`src/rtl/bias_addr_seq_if.sv`:
```
// Bias-RAM read-request bundle issued by bias_addr_seq.
//   ram_addr   bias RAM read address
//   ram_rd_en  one-cycle read strobe
//   grp_idx    output-layer group index of the current read
//   lane_mask  valid lanes of the current group
// The master modport drives the bundle (the sequencer). The slave modport
// observes it (bias RAM / NPE side).
interface bias_addr_seq_if #(
    parameter int unsigned ADDR_WIDTH  = 9,
    parameter int unsigned LAYER_WIDTH = 10,
    parameter int unsigned CH_PAR      = 4
);
    logic [ADDR_WIDTH-1:0]  ram_addr;
    logic                   ram_rd_en;
    logic [LAYER_WIDTH-1:0] grp_idx;
    logic [CH_PAR-1:0]      lane_mask;

    modport master (
        output ram_addr,
        output ram_rd_en,
        output grp_idx,
        output lane_mask
    );

    modport slave (
        input ram_addr,
        input ram_rd_en,
        input grp_idx,
        input lane_mask
    );
endinterface

```
`src/rtl/bias_addr_seq.sv`:
```
// Bias-RAM read sequencer for the NPU core.
// A start pulse latches the output-tensor geometry. The walk then visits X
// (fastest), then output-layer group, then Y, and advances one step for each
// NPE result beat. One bias read is issued at the start of every X-run. A
// lane mask accompanies each read and marks the valid lanes of a partial last
// group.
// Ports:
//   i_clk, i_rst_n    clock, asynchronous active-low reset
//   i_calc_en         start pulse: latches config and (re)starts the walk
//   i_out_x_length    beats per X-run
//   i_out_y_length    number of rows
//   i_output_layers   number of output layers L
//   i_base_addr       bias RAM address of group 0
//   i_npe_dat_vld     one NPE result beat consumed
//   ram_if (master)   ram_addr / ram_rd_en / grp_idx / lane_mask
//   o_busy            walk in progress
//   o_done            one-cycle pulse after the final beat
//   o_cfg_err         sticky: zero X, Y or L at start
//   o_ovf_err         sticky: beat received while idle
module bias_addr_seq #(
    parameter int unsigned ADDR_WIDTH  = 9,
    parameter int unsigned DIM_WIDTH   = 12,
    parameter int unsigned LAYER_WIDTH = 10,
    parameter int unsigned CH_PAR      = 4
) (
    input  logic                   i_clk,
    input  logic                   i_rst_n,
    input  logic                   i_calc_en,
    input  logic [DIM_WIDTH-1:0]   i_out_x_length,
    input  logic [DIM_WIDTH-1:0]   i_out_y_length,
    input  logic [LAYER_WIDTH-1:0] i_output_layers,
    input  logic [ADDR_WIDTH-1:0]  i_base_addr,
    input  logic                   i_npe_dat_vld,
    bias_addr_seq_if.master        ram_if,
    output logic                   o_busy,
    output logic                   o_done,
    output logic                   o_cfg_err,
    output logic                   o_ovf_err
);

    localparam int unsigned ChShift = $clog2(CH_PAR);
    // Group counters are one bit wider so that L+CH_PAR-1 cannot overflow.
    localparam int unsigned GW = LAYER_WIDTH + 1;
    localparam int unsigned MW = GW + ChShift + 1;

    typedef enum logic [0:0] {StIdle, StRun} state_e;

    state_e state_q, state_d;

    logic [DIM_WIDTH-1:0]   x_len_q, x_len_d;
    logic [DIM_WIDTH-1:0]   y_len_q, y_len_d;
    logic [LAYER_WIDTH-1:0] l_len_q, l_len_d;
    logic [GW-1:0]          g_len_q, g_len_d;
    logic [ADDR_WIDTH-1:0]  base_q, base_d;
    logic [DIM_WIDTH-1:0]   x_cnt_q, x_cnt_d;
    logic [DIM_WIDTH-1:0]   y_cnt_q, y_cnt_d;
    logic [GW-1:0]          g_cnt_q, g_cnt_d;

    logic [ADDR_WIDTH-1:0]  ram_addr_q, ram_addr_d;
    logic                   rd_en_q, rd_en_d;
    logic [LAYER_WIDTH-1:0] grp_idx_q, grp_idx_d;
    logic [CH_PAR-1:0]      lane_mask_q, lane_mask_d;
    logic                   done_q, done_d;
    logic                   cfg_err_q, cfg_err_d;
    logic                   ovf_err_q, ovf_err_d;

    logic cfg_zero, beat, run_end, last_grp, last_row, final_beat;

    // Lane i is valid when its layer index grp*CH_PAR+i is below L.
    function automatic logic [CH_PAR-1:0] lane_mask_f(input logic [GW-1:0] grp,
                                                      input logic [LAYER_WIDTH-1:0] layers);
        logic [MW-1:0] first;
        lane_mask_f = '0;
        first = MW'(grp) << ChShift;
        for (int i = 0; i < CH_PAR; i++) begin
            lane_mask_f[i] = (first + MW'(i)) < MW'(layers);
        end
    endfunction

    assign cfg_zero   = (i_out_x_length == '0) || (i_out_y_length == '0) ||
                        (i_output_layers == '0);
    // Start has priority: a beat coincident with i_calc_en is discarded.
    assign beat       = (state_q == StRun) && i_npe_dat_vld && !i_calc_en;
    assign run_end    = beat && (x_cnt_q == x_len_q - DIM_WIDTH'(1));
    assign last_grp   = (g_cnt_q == g_len_q - GW'(1));
    assign last_row   = (y_cnt_q == y_len_q - DIM_WIDTH'(1));
    assign final_beat = run_end && last_grp && last_row;

    // State register
    always_ff @(posedge i_clk or negedge i_rst_n) begin
        if (!i_rst_n) begin
            state_q <= StIdle;
        end else begin
            state_q <= state_d;
        end
    end

    // Next-state logic
    always_comb begin
        state_d = state_q;
        if (i_calc_en) begin
            state_d = cfg_zero ? StIdle : StRun;
        end else if (final_beat) begin
            state_d = StIdle;
        end
    end

    // Output / datapath next-value logic
    always_comb begin
        x_len_d     = x_len_q;
        y_len_d     = y_len_q;
        l_len_d     = l_len_q;
        g_len_d     = g_len_q;
        base_d      = base_q;
        x_cnt_d     = x_cnt_q;
        y_cnt_d     = y_cnt_q;
        g_cnt_d     = g_cnt_q;
        ram_addr_d  = ram_addr_q;
        rd_en_d     = 1'b0;
        grp_idx_d   = grp_idx_q;
        lane_mask_d = lane_mask_q;
        done_d      = 1'b0;
        cfg_err_d   = cfg_err_q;
        ovf_err_d   = ovf_err_q;

        if (i_calc_en) begin
            x_len_d   = i_out_x_length;
            y_len_d   = i_out_y_length;
            l_len_d   = i_output_layers;
            g_len_d   = (GW'(i_output_layers) + GW'(CH_PAR - 1)) >> ChShift;
            base_d    = i_base_addr;
            x_cnt_d   = '0;
            y_cnt_d   = '0;
            g_cnt_d   = '0;
            ovf_err_d = 1'b0;
            cfg_err_d = cfg_zero;
            done_d    = cfg_zero;
            if (!cfg_zero) begin
                rd_en_d     = 1'b1;
                ram_addr_d  = i_base_addr;
                grp_idx_d   = '0;
                lane_mask_d = lane_mask_f('0, i_output_layers);
            end
        end else if (state_q == StIdle && i_npe_dat_vld) begin
            ovf_err_d = 1'b1;
        end else if (beat) begin
            if (!run_end) begin
                x_cnt_d = x_cnt_q + DIM_WIDTH'(1);
            end else begin
                x_cnt_d = '0;
                if (!last_grp) begin
                    g_cnt_d     = g_cnt_q + GW'(1);
                    rd_en_d     = 1'b1;
                    ram_addr_d  = base_q + ADDR_WIDTH'(g_cnt_q + GW'(1));
                    grp_idx_d   = LAYER_WIDTH'(g_cnt_q + GW'(1));
                    lane_mask_d = lane_mask_f(g_cnt_q + GW'(1), l_len_q);
                end else if (!last_row) begin
                    g_cnt_d     = '0;
                    y_cnt_d     = y_cnt_q + DIM_WIDTH'(1);
                    rd_en_d     = 1'b1;
                    ram_addr_d  = base_q;
                    grp_idx_d   = '0;
                    lane_mask_d = lane_mask_f('0, l_len_q);
                end else begin
                    g_cnt_d = '0;
                    y_cnt_d = '0;
                    done_d  = 1'b1;
                end
            end
        end
    end

    always_ff @(posedge i_clk or negedge i_rst_n) begin
        if (!i_rst_n) begin
            x_len_q     <= '0;
            y_len_q     <= '0;
            l_len_q     <= '0;
            g_len_q     <= '0;
            base_q      <= '0;
            x_cnt_q     <= '0;
            y_cnt_q     <= '0;
            g_cnt_q     <= '0;
            ram_addr_q  <= '0;
            rd_en_q     <= 1'b0;
            grp_idx_q   <= '0;
            lane_mask_q <= '0;
            done_q      <= 1'b0;
            cfg_err_q   <= 1'b0;
            ovf_err_q   <= 1'b0;
        end else begin
            x_len_q     <= x_len_d;
            y_len_q     <= y_len_d;
            l_len_q     <= l_len_d;
            g_len_q     <= g_len_d;
            base_q      <= base_d;
            x_cnt_q     <= x_cnt_d;
            y_cnt_q     <= y_cnt_d;
            g_cnt_q     <= g_cnt_d;
            ram_addr_q  <= ram_addr_d;
            rd_en_q     <= rd_en_d;
            grp_idx_q   <= grp_idx_d;
            lane_mask_q <= lane_mask_d;
            done_q      <= done_d;
            cfg_err_q   <= cfg_err_d;
            ovf_err_q   <= ovf_err_d;
        end
    end

    assign ram_if.ram_addr  = ram_addr_q;
    assign ram_if.ram_rd_en = rd_en_q;
    assign ram_if.grp_idx   = grp_idx_q;
    assign ram_if.lane_mask = lane_mask_q;
    assign o_busy           = (state_q == StRun);
    assign o_done           = done_q;
    assign o_cfg_err        = cfg_err_q;
    assign o_ovf_err        = ovf_err_q;

endmodule

```
`src/flat_wrapper.sv`:
```
// flat-port wrapper written by rule: the top's interface ports become plain ports
module bias_addr_seq_flat 
#(
    parameter int unsigned ADDR_WIDTH  = 9,
    parameter int unsigned DIM_WIDTH   = 12,
    parameter int unsigned LAYER_WIDTH = 10,
    parameter int unsigned CH_PAR      = 4
)
  (i_clk, i_rst_n, i_calc_en, i_out_x_length, i_out_y_length, i_output_layers, i_base_addr, i_npe_dat_vld, o_busy, o_done, o_cfg_err, o_ovf_err, ram_if_ram_addr, ram_if_ram_rd_en, ram_if_grp_idx, ram_if_lane_mask);
  bias_addr_seq_if #(.ADDR_WIDTH(ADDR_WIDTH), .LAYER_WIDTH(LAYER_WIDTH), .CH_PAR(CH_PAR)) ram_if_i ();
  input  logic i_clk;
  input  logic i_rst_n;
  input  logic i_calc_en;
  input  logic [DIM_WIDTH-1:0] i_out_x_length;
  input  logic [DIM_WIDTH-1:0] i_out_y_length;
  input  logic [LAYER_WIDTH-1:0] i_output_layers;
  input  logic [ADDR_WIDTH-1:0] i_base_addr;
  input  logic i_npe_dat_vld;
  output logic o_busy;
  output logic o_done;
  output logic o_cfg_err;
  output logic o_ovf_err;
  output wire logic [$bits(ram_if_i.ram_addr)-1:0] ram_if_ram_addr;
  output wire logic [$bits(ram_if_i.ram_rd_en)-1:0] ram_if_ram_rd_en;
  output wire logic [$bits(ram_if_i.grp_idx)-1:0] ram_if_grp_idx;
  output wire logic [$bits(ram_if_i.lane_mask)-1:0] ram_if_lane_mask;
  assign ram_if_ram_addr = ram_if_i.ram_addr;
  assign ram_if_ram_rd_en = ram_if_i.ram_rd_en;
  assign ram_if_grp_idx = ram_if_i.grp_idx;
  assign ram_if_lane_mask = ram_if_i.lane_mask;
  bias_addr_seq #(.ADDR_WIDTH(ADDR_WIDTH), .DIM_WIDTH(DIM_WIDTH), .LAYER_WIDTH(LAYER_WIDTH), .CH_PAR(CH_PAR)) u_core (.i_clk(i_clk), .i_rst_n(i_rst_n), .i_calc_en(i_calc_en), .i_out_x_length(i_out_x_length), .i_out_y_length(i_out_y_length), .i_output_layers(i_output_layers), .i_base_addr(i_base_addr), .i_npe_dat_vld(i_npe_dat_vld), .ram_if(ram_if_i), .o_busy(o_busy), .o_done(o_done), .o_cfg_err(o_cfg_err), .o_ovf_err(o_ovf_err));
endmodule
```
`config.mk`:
```
export PLATFORM = sky130hd
export DESIGN_NAME = bias_addr_seq_flat
export DESIGN_NICKNAME = d
export VERILOG_FILES = /design/src/rtl/bias_addr_seq_if.sv /design/src/rtl/bias_addr_seq.sv /design/src/flat_wrapper.sv
export SDC_FILE = /design/constraint.sdc
export NUM_CORES = 1
export LEC_CHECK = 0
export BUFFER_PORTS_ARGS = -buffer_cell sky130_fd_sc_hd__buf_2
export CAP_MARGIN = 5
export CELL_PAD_IN_SITES_DETAIL_PLACEMENT = 1
export CELL_PAD_IN_SITES_GLOBAL_PLACEMENT = 2
export CORE_MARGIN = 5
export CORE_UTILIZATION = 34
export DETAILED_ROUTE_END_ITERATION = 12
export PLACE_DENSITY_LB_ADDON = 0.1
export SLEW_MARGIN = 30
export SYNTH_ARGS = -nofsm -noshare
export SYNTH_HDL_FRONTEND = slang
export SYNTH_SLANG_ARGS = --single-unit
```
`constraint.sdc`:
```
create_clock -name i_clk -period 2.9 [get_ports i_clk]
set_input_delay 0.145 -clock i_clk [delete_from_list [all_inputs] [get_ports i_clk]]
set_output_delay 0.145 -clock i_clk [all_outputs]
set_load 0.01 [all_outputs]
```
After elaboration in Yosys (flattened, before gate mapping)
Index checks and enable logic that the tools add are counted.
Storage, ports and cells
  output and inout bits: 28
  flip-flop bits (word level): 115
Operators by class
  equality and inequality tests: 6
  muxes and demuxes: 53
  bitwise operators: 1
  reductions and logical operators: 21
  $add $sub $neg: 11
  order comparisons: 12
Operators with widths (number)
  $mux 12: 10
  $mux 10: 7
  $mux 9: 7
  $mux 11: 5
  $lt 14x10->1: 3
  $lt 1x10->1 const A: 4
  $lt 2x10->1 const A: 4
  $add 13x2->14 const B: 2
  $mux 4: 7
  $add 12x1->12 const B: 2
  $eq 12x12->1: 2
  $logic_not 12->1: 2
  $sub 12x1->12 const B: 2
  $mux 1: 17
  $add 13x1->14 const B: 1
  $lt 13x10->1: 1
  $add 10x2->11 const B: 1
  $add 11x1->11 const B: 1
  $eq 11x11->1: 1
  $logic_not 10->1: 1
  $reduce_bool 2->1: 5
  $sub 9x1->10 const B: 1
  $add 9x9->9: 1
  $logic_and 1x1->1: 6
  9 further kinds: 11

Logic depth before layout (Yosys ltp)
Gate-level depths: netlist of the first run.
  depth after elaboration: 8
  depth in mapped cells: 14
  mapped depth without buffers: 13

Least setup slack after synthesis of the first run
OpenSTA, ideal clock, no wires.
  path kind: register to register
  start: reg u_core.y_len_q[2]
  end: reg u_core.grp_idx_q[8] (netlist: u_core.ram_if.grp_idx[8])
  path slack: -107 ps
  clock period less this slack: 3007 ps
  arrival time: 2882 ps
  stages on the path, launching flop included: 11
  library setup time: 125 ps
  path through: dfrtp_1 nor4_4 nand3_1 xnor2_1 or4_1 a2111oi_4 and2_1 buf_6 o21ai_4 buf_6 mux2_4
Between the ends
  longest elaborated chain between the ends: 4
RTL lines
  start: declaration: line bias_addr_seq.sv:51  | logic [DIM_WIDTH-1:0] y_len_q, y_len_d;
  start signal: assignment: line bias_addr_seq.sv:192  | y_len_q <= y_len_d;
  $sub 12x1->12: line bias_addr_seq.sv:86  | assign last_row = (y_cnt_q == y_len_q - DIM_WIDTH'(1));
  $eq 12x12->1: line bias_addr_seq.sv:86
  $ne 3x3->1 (no source line)
  $reduce_and 5->1 (no source line)
  end signal: assignment: line bias_addr_seq.sv:201  | grp_idx_q <= grp_idx_d;
  end: declaration: line bias_addr_seq.sv:61  | logic [LAYER_WIDTH-1:0] grp_idx_q, grp_idx_d;
No other way between the ends.
A chain may end at the register's enable or synchronous reset.

Worst setup path in the final report of the first run
  start: reg u_core.g_len_q[0]
  end: reg u_core.ram_addr_q[6] (netlist: u_core.ram_if.ram_addr[6])
Between the ends
  longest elaborated chain between the ends: 7
  elaborated cells on any way between the ends: 9
  those cells by class: add/sub (1); eq/ne (2); mux (5); reduce/logical (1)
RTL lines
  start: declaration: line bias_addr_seq.sv:53  | logic [GW-1:0] g_len_q, g_len_d;
  start signal: assignment: line bias_addr_seq.sv:194  | g_len_q <= g_len_d;
  $sub 9x1->10 *: line bias_addr_seq.sv:85  | assign last_grp = (g_cnt_q == g_len_q - GW'(1));
  $eq 11x11->1 *: line bias_addr_seq.sv:85
  $mux 9: line bias_addr_seq.sv:151  | if (!last_grp) begin
  $mux 9: line bias_addr_seq.sv:147  | if (!run_end) begin
  $mux 9: line bias_addr_seq.sv:146  | end else if (beat) begin
  $mux 9: line bias_addr_seq.sv:144  | end else if (state_q == StIdle && i_npe_dat_vld) begin
  $mux 9: line bias_addr_seq.sv:126  | if (i_calc_en) begin
  end signal: assignment: line bias_addr_seq.sv:199  | ram_addr_q <= ram_addr_d;
  end: declaration: line bias_addr_seq.sv:59  | logic [ADDR_WIDTH-1:0] ram_addr_q, ram_addr_d;
Every way passes the cells marked *; elsewhere a longest branch is shown, timed or not. The select of a mux whose other input is x is not followed.

==> results of run 1 <==
==> stage by stage <==
stage	setup TNS, ns	utilization [%]	cell area, sq um
detailed placement	-17.82	41.5	8730
global route	-4.28	50.3	10600
finish	-1.41	50.3	10600
global placement	-8.51	41.5	8730
floorplan	-0.413	-	7280
CTS	-2.17	47.3	9950
==> tightest hold or removal path, stage by stage <==
cell and delay [ns]:
buf_2 0.12, nand2_1 0.06, o21ai_0 0.06
==> synthesized netlist by cell type (3+ instances only) <==
cell and number:
o311ai_0 6, o31ai_1 6, mux2_2 25, inv_1 53, ha_1 23, o21bai_1 5, xnor2_1 31, or3_1 6
o211ai_1 5, nand4_1 16, nor4_1 12, buf_2 5, clkbuf_1 29, nand2b_1 11, o22ai_1 8, or4_1 15
a31o_2 3, nand2_1 72, a211oi_1 5, nor3_1 25, nor2_1 51, nand4b_1 5, nand3_1 30, mux2i_1 9
or2_2 5, nor2b_1 6, dfrtp_1 115, a21oi_1 37, a31oi_1 4, xor2_1 35, and2_1 4, o21ai_0 64
and4_1 4, and3_1 7, buf_1 4, mux2_4 8
==> area by class of cell <==
| cell class | count | area [sq um] | area share [%] |
|---|---|---|---|
| clock buffers | 19 | 433 | 4.10 |
| diodes | 1 | 2.50 | 0.0237 |
| multi-input cells | 593 | 4560 | 43.1 |
| flip-flops and latches | 115 | 2880 | 27.3 |
| inverters | 53 | 199 | 1.88 |
| well taps | 275 | 344 | 3.26 |
| repair buffers | 263 | 2040 | 19.3 |
| clock inverters | 13 | 113 | 1.07 |
==> power groups by stage <==
| stage | clock network [mW] | registers [mW] | logic (mW) |
|---|---|---|---|
| floorplan | 0 | 1.85 | 0.502 |
| global placement | 0 | 1.84 | 0.920 |
| detailed placement | 0 | 1.84 | 0.962 |
| CTS | 2.05 | 1.82 | 1.07 |
| global route | 2.12 | 1.84 | 1.27 |
| finish | 2.01 | 1.82 | 1.16 |
==> layout by cell type (no fill, tap or decap), types with 6 or more instances in the layout <==
master,n
xnor2_1,30
nand2_1,68
nor2_1,46
nor4_1,10
or4_1,9
nand3_1,22
buf_6,13
nor3_1,18
buf_4,137
or4_4,6
clkbuf_16,18
nor2b_1,6
nand3_2,6
inv_2,6
dlygate4sd3_1,33
buf_12,6
xor2_1,31
mux2_4,12
buf_2,72
nand4_1,16
a21oi_2,11
a21oi_1,26
o21ai_0,50
inv_1,47
o21ai_1,12
mux2i_1,7
and3_1,7
ha_1,15
nand2b_1,10
o22ai_1,6
dfrtp_1,112
mux2_2,21
==> registers in the layout (all words and copies together) (netlist names) <==
name	cells
u_core.g_len_q	9
u_core.l_len_q	10
u_core.o_ovf_err	1
u_core.o_cfg_err	1
u_core.g_cnt_q	11
u_core.base_q	9
u_core.ram_if.lane_mask	4
u_core.ram_if.ram_addr	9
u_core.y_len_q	12
u_core.ram_if.ram_rd_en	1
u_core.x_len_q	12
u_core.y_cnt_q	12
u_core.ram_if.grp_idx	10
u_core.o_busy	1
u_core.x_cnt_q	12
u_core.o_done	1
==> worst max-delay path by stage <==
stage                            from                        end  slack, ns
floorplan           u_core.y_len_q[3]   u_core.ram_if.grp_idx[8]      -0.05
global placement    u_core.g_len_q[0]         u_core.y_cnt_q[11]      -0.27
detailed placement  u_core.g_len_q[0]  u_core.ram_if.ram_addr[3]      -0.46
CTS                 u_core.g_len_q[0]         u_core.y_cnt_q[10]      -0.14
global route        u_core.g_cnt_q[2]  u_core.ram_if.ram_addr[7]      -0.25
finish              u_core.g_len_q[0]  u_core.ram_if.ram_addr[6]      -0.12
==> timing repair <==
item                                    4_1_cts  5_1_grt
setup buffers                                16       23
endpoints found under the hold margin        59        0
gates resized for setup                      46       96
cloned                                        1        1
hold buffers                                 33        0
pin swaps                                    23       36
endpoints found under the setup margin       58       57
==> per-layer routing <==
metal	GRT usage (%)	vias to the layer above	share of wire, %
li1	-	3357	-
met2	35.7	119	51
met1	26.9	3605	44
met3	3.18	46	2.5
met4	5.99	0	2.2
met5	0	-	0
==> logic make-up (layout without fill, tap and decap cells) <==
group,after synthesis,in the layout,synth area share [%]
AOI/OAI and AO/OA,177,177,15.7
xor gates and xnor gates,66,66,7.95
adders and majority gates,24,24,4.23
buffers and inverters,95,348,5.30
DFF,115,115,39.6
muxes,42,42,6.76
other,0,1,0
and+or+nand+nor,284,284,20.5
==> metrics.yaml, run 1 <==
yosys:
  synth_area_leaders: "dfrtp_1 (40%), o21ai_0 (4.4%), xor2_1 (4.2%), ha_1 (4.0%), mux2_2 (3.9%)"
  yosysTopAreaCellShare_pct: 39.6
  synth-seq-cells: 115
  synth_warnings: 0
  synthArstFlopShare_pct: 100
  syn_inst: 803
  synth_edf_count: 0
  synthesis.area_sq_um: 7270
  synth_top_area_cell: "dfrtp_1"
  ys.flop_type: "dfrtp_1"
  yosysSeqAreaShare_pct: 39.6
  synth_fp_nets: 874
  postSynthAreaPerCell_sq_um: 9.05
  ys_types: 78
setup_path:
  crit_chain: "buf_6 -> or4_4 -> o311a_1 -> o31a_1 -> nor3_4 -> buf_6 -> buf_12 -> mux2i_2 -> o21ai_1 -> mux2_4"
  crit_type: "flip-flop to flip-flop"
  worst_setup_path_end_kind: "flip-flop"
  arrival_ns: 3.32
  reg2reg_depth: 10
  slowest_stage: "or4_4"
  startpoint_type: "flip-flop"
  max_stage_delay_ns: 0.57
  cp.depth: 10
  crit_fanout: 14
  timing.rr.start: "u_core.g_len_q[0]"
  path_buf_inv: 3
  crit_family: "simple AND/OR/NAND/NOR gates"
  worst_ep_required_time_ns: 3.20
  regToRegEndpoint: "u_core.ram_if.ram_addr[6]"
  r2r_slack_ns: -0.12
  crit_top_cell: "buf_6"
clock_network:
  cts-root-buf: "clkbuf_16"
  path_clk_slew_ns: 0.06
  htreeDepth: 4
  cts_sinks: 115
  cts_tree: "yes"
  cts_buffer_depth: 2
  numCtsBuffers: 17
  clk_latency_ns: 0.42
global_route:
  antenna_found_initial: 0
  grt_pass1_vias: 7723
  grt-ovfl-total: 0
  grt_max_degree: 89
  grt_use_total_pct: 20.7
  grt_pass1_wl_microns: 40300
routing:
  drt-initial-drc-count: 346
  dr.pass1.iters: 5
  vias: 7127
  drt_wl_total_microns: 25800
  viasPerCell: 5.35
  drc: 0
  drtAntennaViolNets: 0
  wl_per_cell_microns: 19.4
hold_path:
  min-delay-start: "i_output_layers[8]"
  holdCritPathClass: "input pin to flip-flop"
  min_path_cells: 3
  whs_endpoint: "u_core.l_len_q[8]"
floorplanning:
  rows: 53
  coreArea_sq_um: 21000
  die_x_microns: 156
  die_h_microns: 156
  initial_core_util_pct: 34.6
  die-area_sq_um: 24400
  io_pins: 75
timing:
  timing.final.ws_setup_ns: -0.120
  skew_ns: 0.00849
  worst_pin_slew_ns: 0.935
  fin_crit_sh_pct: 104
  rsz0062_at_grt: "yes"
  hold_viol: 0
  drv_slew: 0
  slew_headroom_pct: 37.7
  period_needed_ns: 3.02
  finalSetupViolations: 28
  fmax_mhz: 331
  whs_ns: 0.00710
placement:
  io_buffers: 74
  post-dp-hpwl_microns: 17600
  pre_cts_ws_ns: -0.464
  gp_congestion: 0.857
  placed_cells: 1225
status:
  status: "finished, violations left"
  violations: "negative setup slack"
power_and_ir_drop:
  ir_worst_vdd_uv: 347
  power_frac_seq_pct: 36.5
  p_per_area_nw_per_um2: 473
  combPwrFrac_pct: 23.3
  leakage_nw: 4.61
  p_int_mw: 3.46
  finalPower_mw: 5.00
  net-switching-power_mw: 1.53
  swShare_pct: 30.7
  clock_power_share_pct: 40.3
finish:
  n_fill_cell: 2372
  drive_gt1_share_pct: 37.6
  fin_cells: 1332
  finalNetCount: 1114
  area_growth_pct: 45.3
job:
  maxCapViolations: 0
Power figures use the tool's default switching activity.
==> run 2: changes to the inputs <==
--- a/config.mk
+++ b/config.mk
@@ -13,6 +13,7 @@
 export CORE_UTILIZATION = 34
 export DETAILED_ROUTE_END_ITERATION = 12
 export PLACE_DENSITY_LB_ADDON = 0.1
+export REMOVE_ABC_BUFFERS = 1
 export SLEW_MARGIN = 30
 export SYNTH_ARGS = -nofsm -noshare
 export SYNTH_HDL_FRONTEND = slang
==> run 2 against run 1 <==
- the run still ends with negative setup slack left
- sequential cell count stayed put
- maximum frequency grew 2.2%
- register-to-register slack gained 0.06 ns
- sequential share of layout area rose by 1.7 points
- clock skew increased by 0.0012 ns
==> metrics.yaml, run 2 (synthesis gave the netlist of run 1 again) <==
power_and_ir_drop:
  leakage_nw: 4.30  # was 4.61 nW
  ir_worst_vdd_uv: 324  # was 347 uV
  finalPower_mw: 5.08  # was 5.00 mW
  combPwrFrac_pct: 19.7  # was 23.3%
  p_int_mw: 3.68  # was 3.46 mW
  swShare_pct: 27.5  # was 30.7%
  power_frac_seq_pct: 36.1  # was 36.5%
  clock_power_share_pct: 44.2  # was 40.3%
  net-switching-power_mw: 1.40  # was 1.53 mW
  p_per_area_nw_per_um2: 512  # was 473 nW/um^2
clock_network:
  cts_tree: "yes"  # unchanged
  cts_sinks: 115  # unchanged
  htreeDepth: 4  # unchanged
  clk_latency_ns: 0.42  # about the same
  numCtsBuffers: 17  # unchanged
  path_clk_slew_ns: 0.06  # about the same
  cts-root-buf: "clkbuf_16"  # unchanged
  cts_buffer_depth: 2  # unchanged
placement:
  io_buffers: 74  # unchanged
  place_area_sq_um: 8530  # was 8730 sq um
  placed_cells: 1201  # was 1225
  post-dp-hpwl_microns: 16800  # was 17600 microns
  pre_cts_ws_ns: -0.232  # was -0.464 ns
  gp_congestion: 0.830  # was 0.857
timing:
  slew_headroom_pct: 49.6  # was 37.7%
  period_needed_ns: 2.96  # was 3.02 ns
  whs_ns: 0.00995  # was 0.00710 ns
  tns_ns: -0.229  # was -1.41 ns
  hold_viol: 0  # unchanged
  finalSetupViolations: 11  # was 28
  worst_pin_slew_ns: 0.755  # was 0.935 ns
  timing.final.ws_setup_ns: -0.0556  # was -0.120 ns
  fin_crit_sh_pct: 102  # was 104%
  skew_ns: 0.00965  # was 0.00849 ns
  rsz0062_at_grt: "yes"  # unchanged
  drv_slew: 0  # unchanged
  fmax_mhz: 338  # was 331 MHz
global_route:
  grt_pass1_wl_microns: 38800  # was 40300 microns
  grt_pass1_vias: 7516  # was 7723
  grt-ovfl-total: 0  # unchanged
  grt_max_degree: 64  # was 89
  antenna_found_initial: 0  # unchanged
  grt_use_total_pct: 19.8  # was 20.7%
setup_path:
  crit_top_cell: "buf_6"  # unchanged
  worst_setup_path_end_kind: "flip-flop"  # unchanged
  reg2reg_depth: 10  # unchanged
  arrival_ns: 3.26  # was 3.32 ns
  max_stage_delay_ns: 0.56  # was 0.57 ns
  crit_start: "u_core.g_len_q[0]"  # unchanged
  crit_type: "flip-flop to flip-flop"  # unchanged
  crit_fanout: 8  # was 14
  regToRegEndpoint: "u_core.ram_if.ram_addr[7]"  # was u_core.ram_if.ram_addr[6]
  timing.rr.start: "u_core.g_len_q[0]"  # unchanged
  crit_chain: "buf_6 -> or4_4 -> o311a_1 -> o31a_1 -> nor3_4 -> buf_12 -> buf_6 -> nor3_2 -> a221o_1 -> mux2_4"  # was buf_6 -> or4_4 -> o311a_1 -> o31a_1 -> nor3_4 -> buf_6 -> buf_12 -> mux2i_2 -> o21ai_1 -> mux2_4
  r2r_slack_ns: -0.06  # was -0.12 ns
  slowest_stage: "or4_4"  # unchanged
  startpoint_type: "flip-flop"  # unchanged
  worst_ep_required_time_ns: 3.20  # about the same
routing:
  drc: 0  # unchanged
  dr.pass1.iters: 4  # was 5
  drt_wl_total_microns: 23500  # was 25800 microns
  vias: 6787  # was 7127
  drtAntennaViolNets: 0  # unchanged
  wl_per_cell_microns: 18.3  # was 19.4 microns
  drt-initial-drc-count: 318  # was 346
  viasPerCell: 5.29  # was 5.35
finish:
  drive_gt1_share_pct: 29.7  # was 37.6%
  final_cell_mix: "dfrtp_1 (114), buf_4 (93), buf_2 (72), nand2_1 (71), o21ai_0 (61)"  # was buf_4 (137), dfrtp_1 (112), buf_2 (72), nand2_1 (68), o21ai_0 (50)
  fin_util_pct: 47.2  # was 50.3%
  final_common_cell: "dfrtp_1"  # was buf_4
  area_growth_pct: 36.6  # was 45.3%
  postLayoutCellArea_sq_um: 9930  # was 10600 sq um
  n_fill_cell: 2413  # was 2372
  seqCellArea_sq_um: 2880  # about the same
  fin_cells: 1284  # was 1332
  finalNetCount: 1067  # was 1114
  antennaDiodeCount: 0  # was 1
  multi_input_area_sq_um: 4260  # was 4560 sq um
job:
  maxCapViolations: 0  # unchanged
hold_path:
  min_path_cells: 3  # unchanged
  holdCritPathClass: "input pin to flip-flop"  # unchanged
  whs_endpoint: "u_core.x_len_q[9]"  # was u_core.l_len_q[8]
  min-delay-start: "i_out_x_length[9]"  # was i_output_layers[8]
floorplanning:
  initial_core_util_pct: 34.6  # unchanged
  die-area_sq_um: 24400  # unchanged
  rows: 53  # unchanged
  coreArea_sq_um: 21000  # unchanged
  die_h_microns: 156  # unchanged
  die_x_microns: 156  # unchanged
  io_pins: 75  # unchanged
status:
  status: "finished, violations left"  # unchanged
  violations: "negative setup slack"  # unchanged
[run 2: timing repair]
item                                    CTS  global route
hold endpoints to repair                145             0
endpoints found under the setup margin   49            50
resized for setup                        40            24
pin swaps                                30            16
cloned                                    1             0
hold buffers                             37             0
buffers inserted                         12             1
[run 2: worst max path at each step]
stage / depth (start not counted) / endpoint
after floorplan: 10 / u_core.ram_if.grp_idx[8]
after global placement: 12 / u_core.y_cnt_q[6]
after CTS: 14 / u_core.ram_if.ram_addr[7]
after global routing: 14 / u_core.ram_if.ram_addr[7]
after detailed placement: 11 / u_core.y_cnt_q[10]
final: 10 / u_core.ram_if.ram_addr[7]
[run 2: layout make-up]
class | instances | area share (%)
multi-input combinational | 593 | 42.9
clock buffer | 22 | 4.67
inverter | 53 | 2.00
clock inverter | 10 | 1.56
sequential | 115 | 29.0
timing repair buffer | 216 | 16.4
tap | 275 | 3.47
[run 2: power by group through the flow]
stage | Combinational, mW | Clock, mW | Sequential [mW]
after CTS | 0.997 | 2.31 | 1.83
after global placement | 0.876 | 0 | 1.85
after detailed placement | 0.910 | 0 | 1.86
final | 1.00 | 2.25 | 1.83
after global routing | 1.12 | 2.38 | 1.85
after floorplan | 0.465 | 0 | 1.86
[run 2: critical path: cells and delay by family, from the launching register on]
| kind | cells | cell delay (ns) |
|---|---|---|
| simple gates | 3 | 0.87 |
| flops | 1 | 0.39 |
| buf+inv | 3 | 0.41 |
| mux | 1 | 0.26 |
| compound gates | 3 | 0.92 |
[run 2: routing by layer]
| layer | vias to the layer above | wire, microns | track usage (%) |
|---|---|---|---|
| li1 | 3250 | - | - |
| met1 | 3427 | 10100 | 23.7 |
| met3 | 23 | 645 | 3.40 |
| met2 | 87 | 12500 | 36.5 |
| met4 | 0 | 270 | 5.58 |
| met5 | - | 0 | 0 |
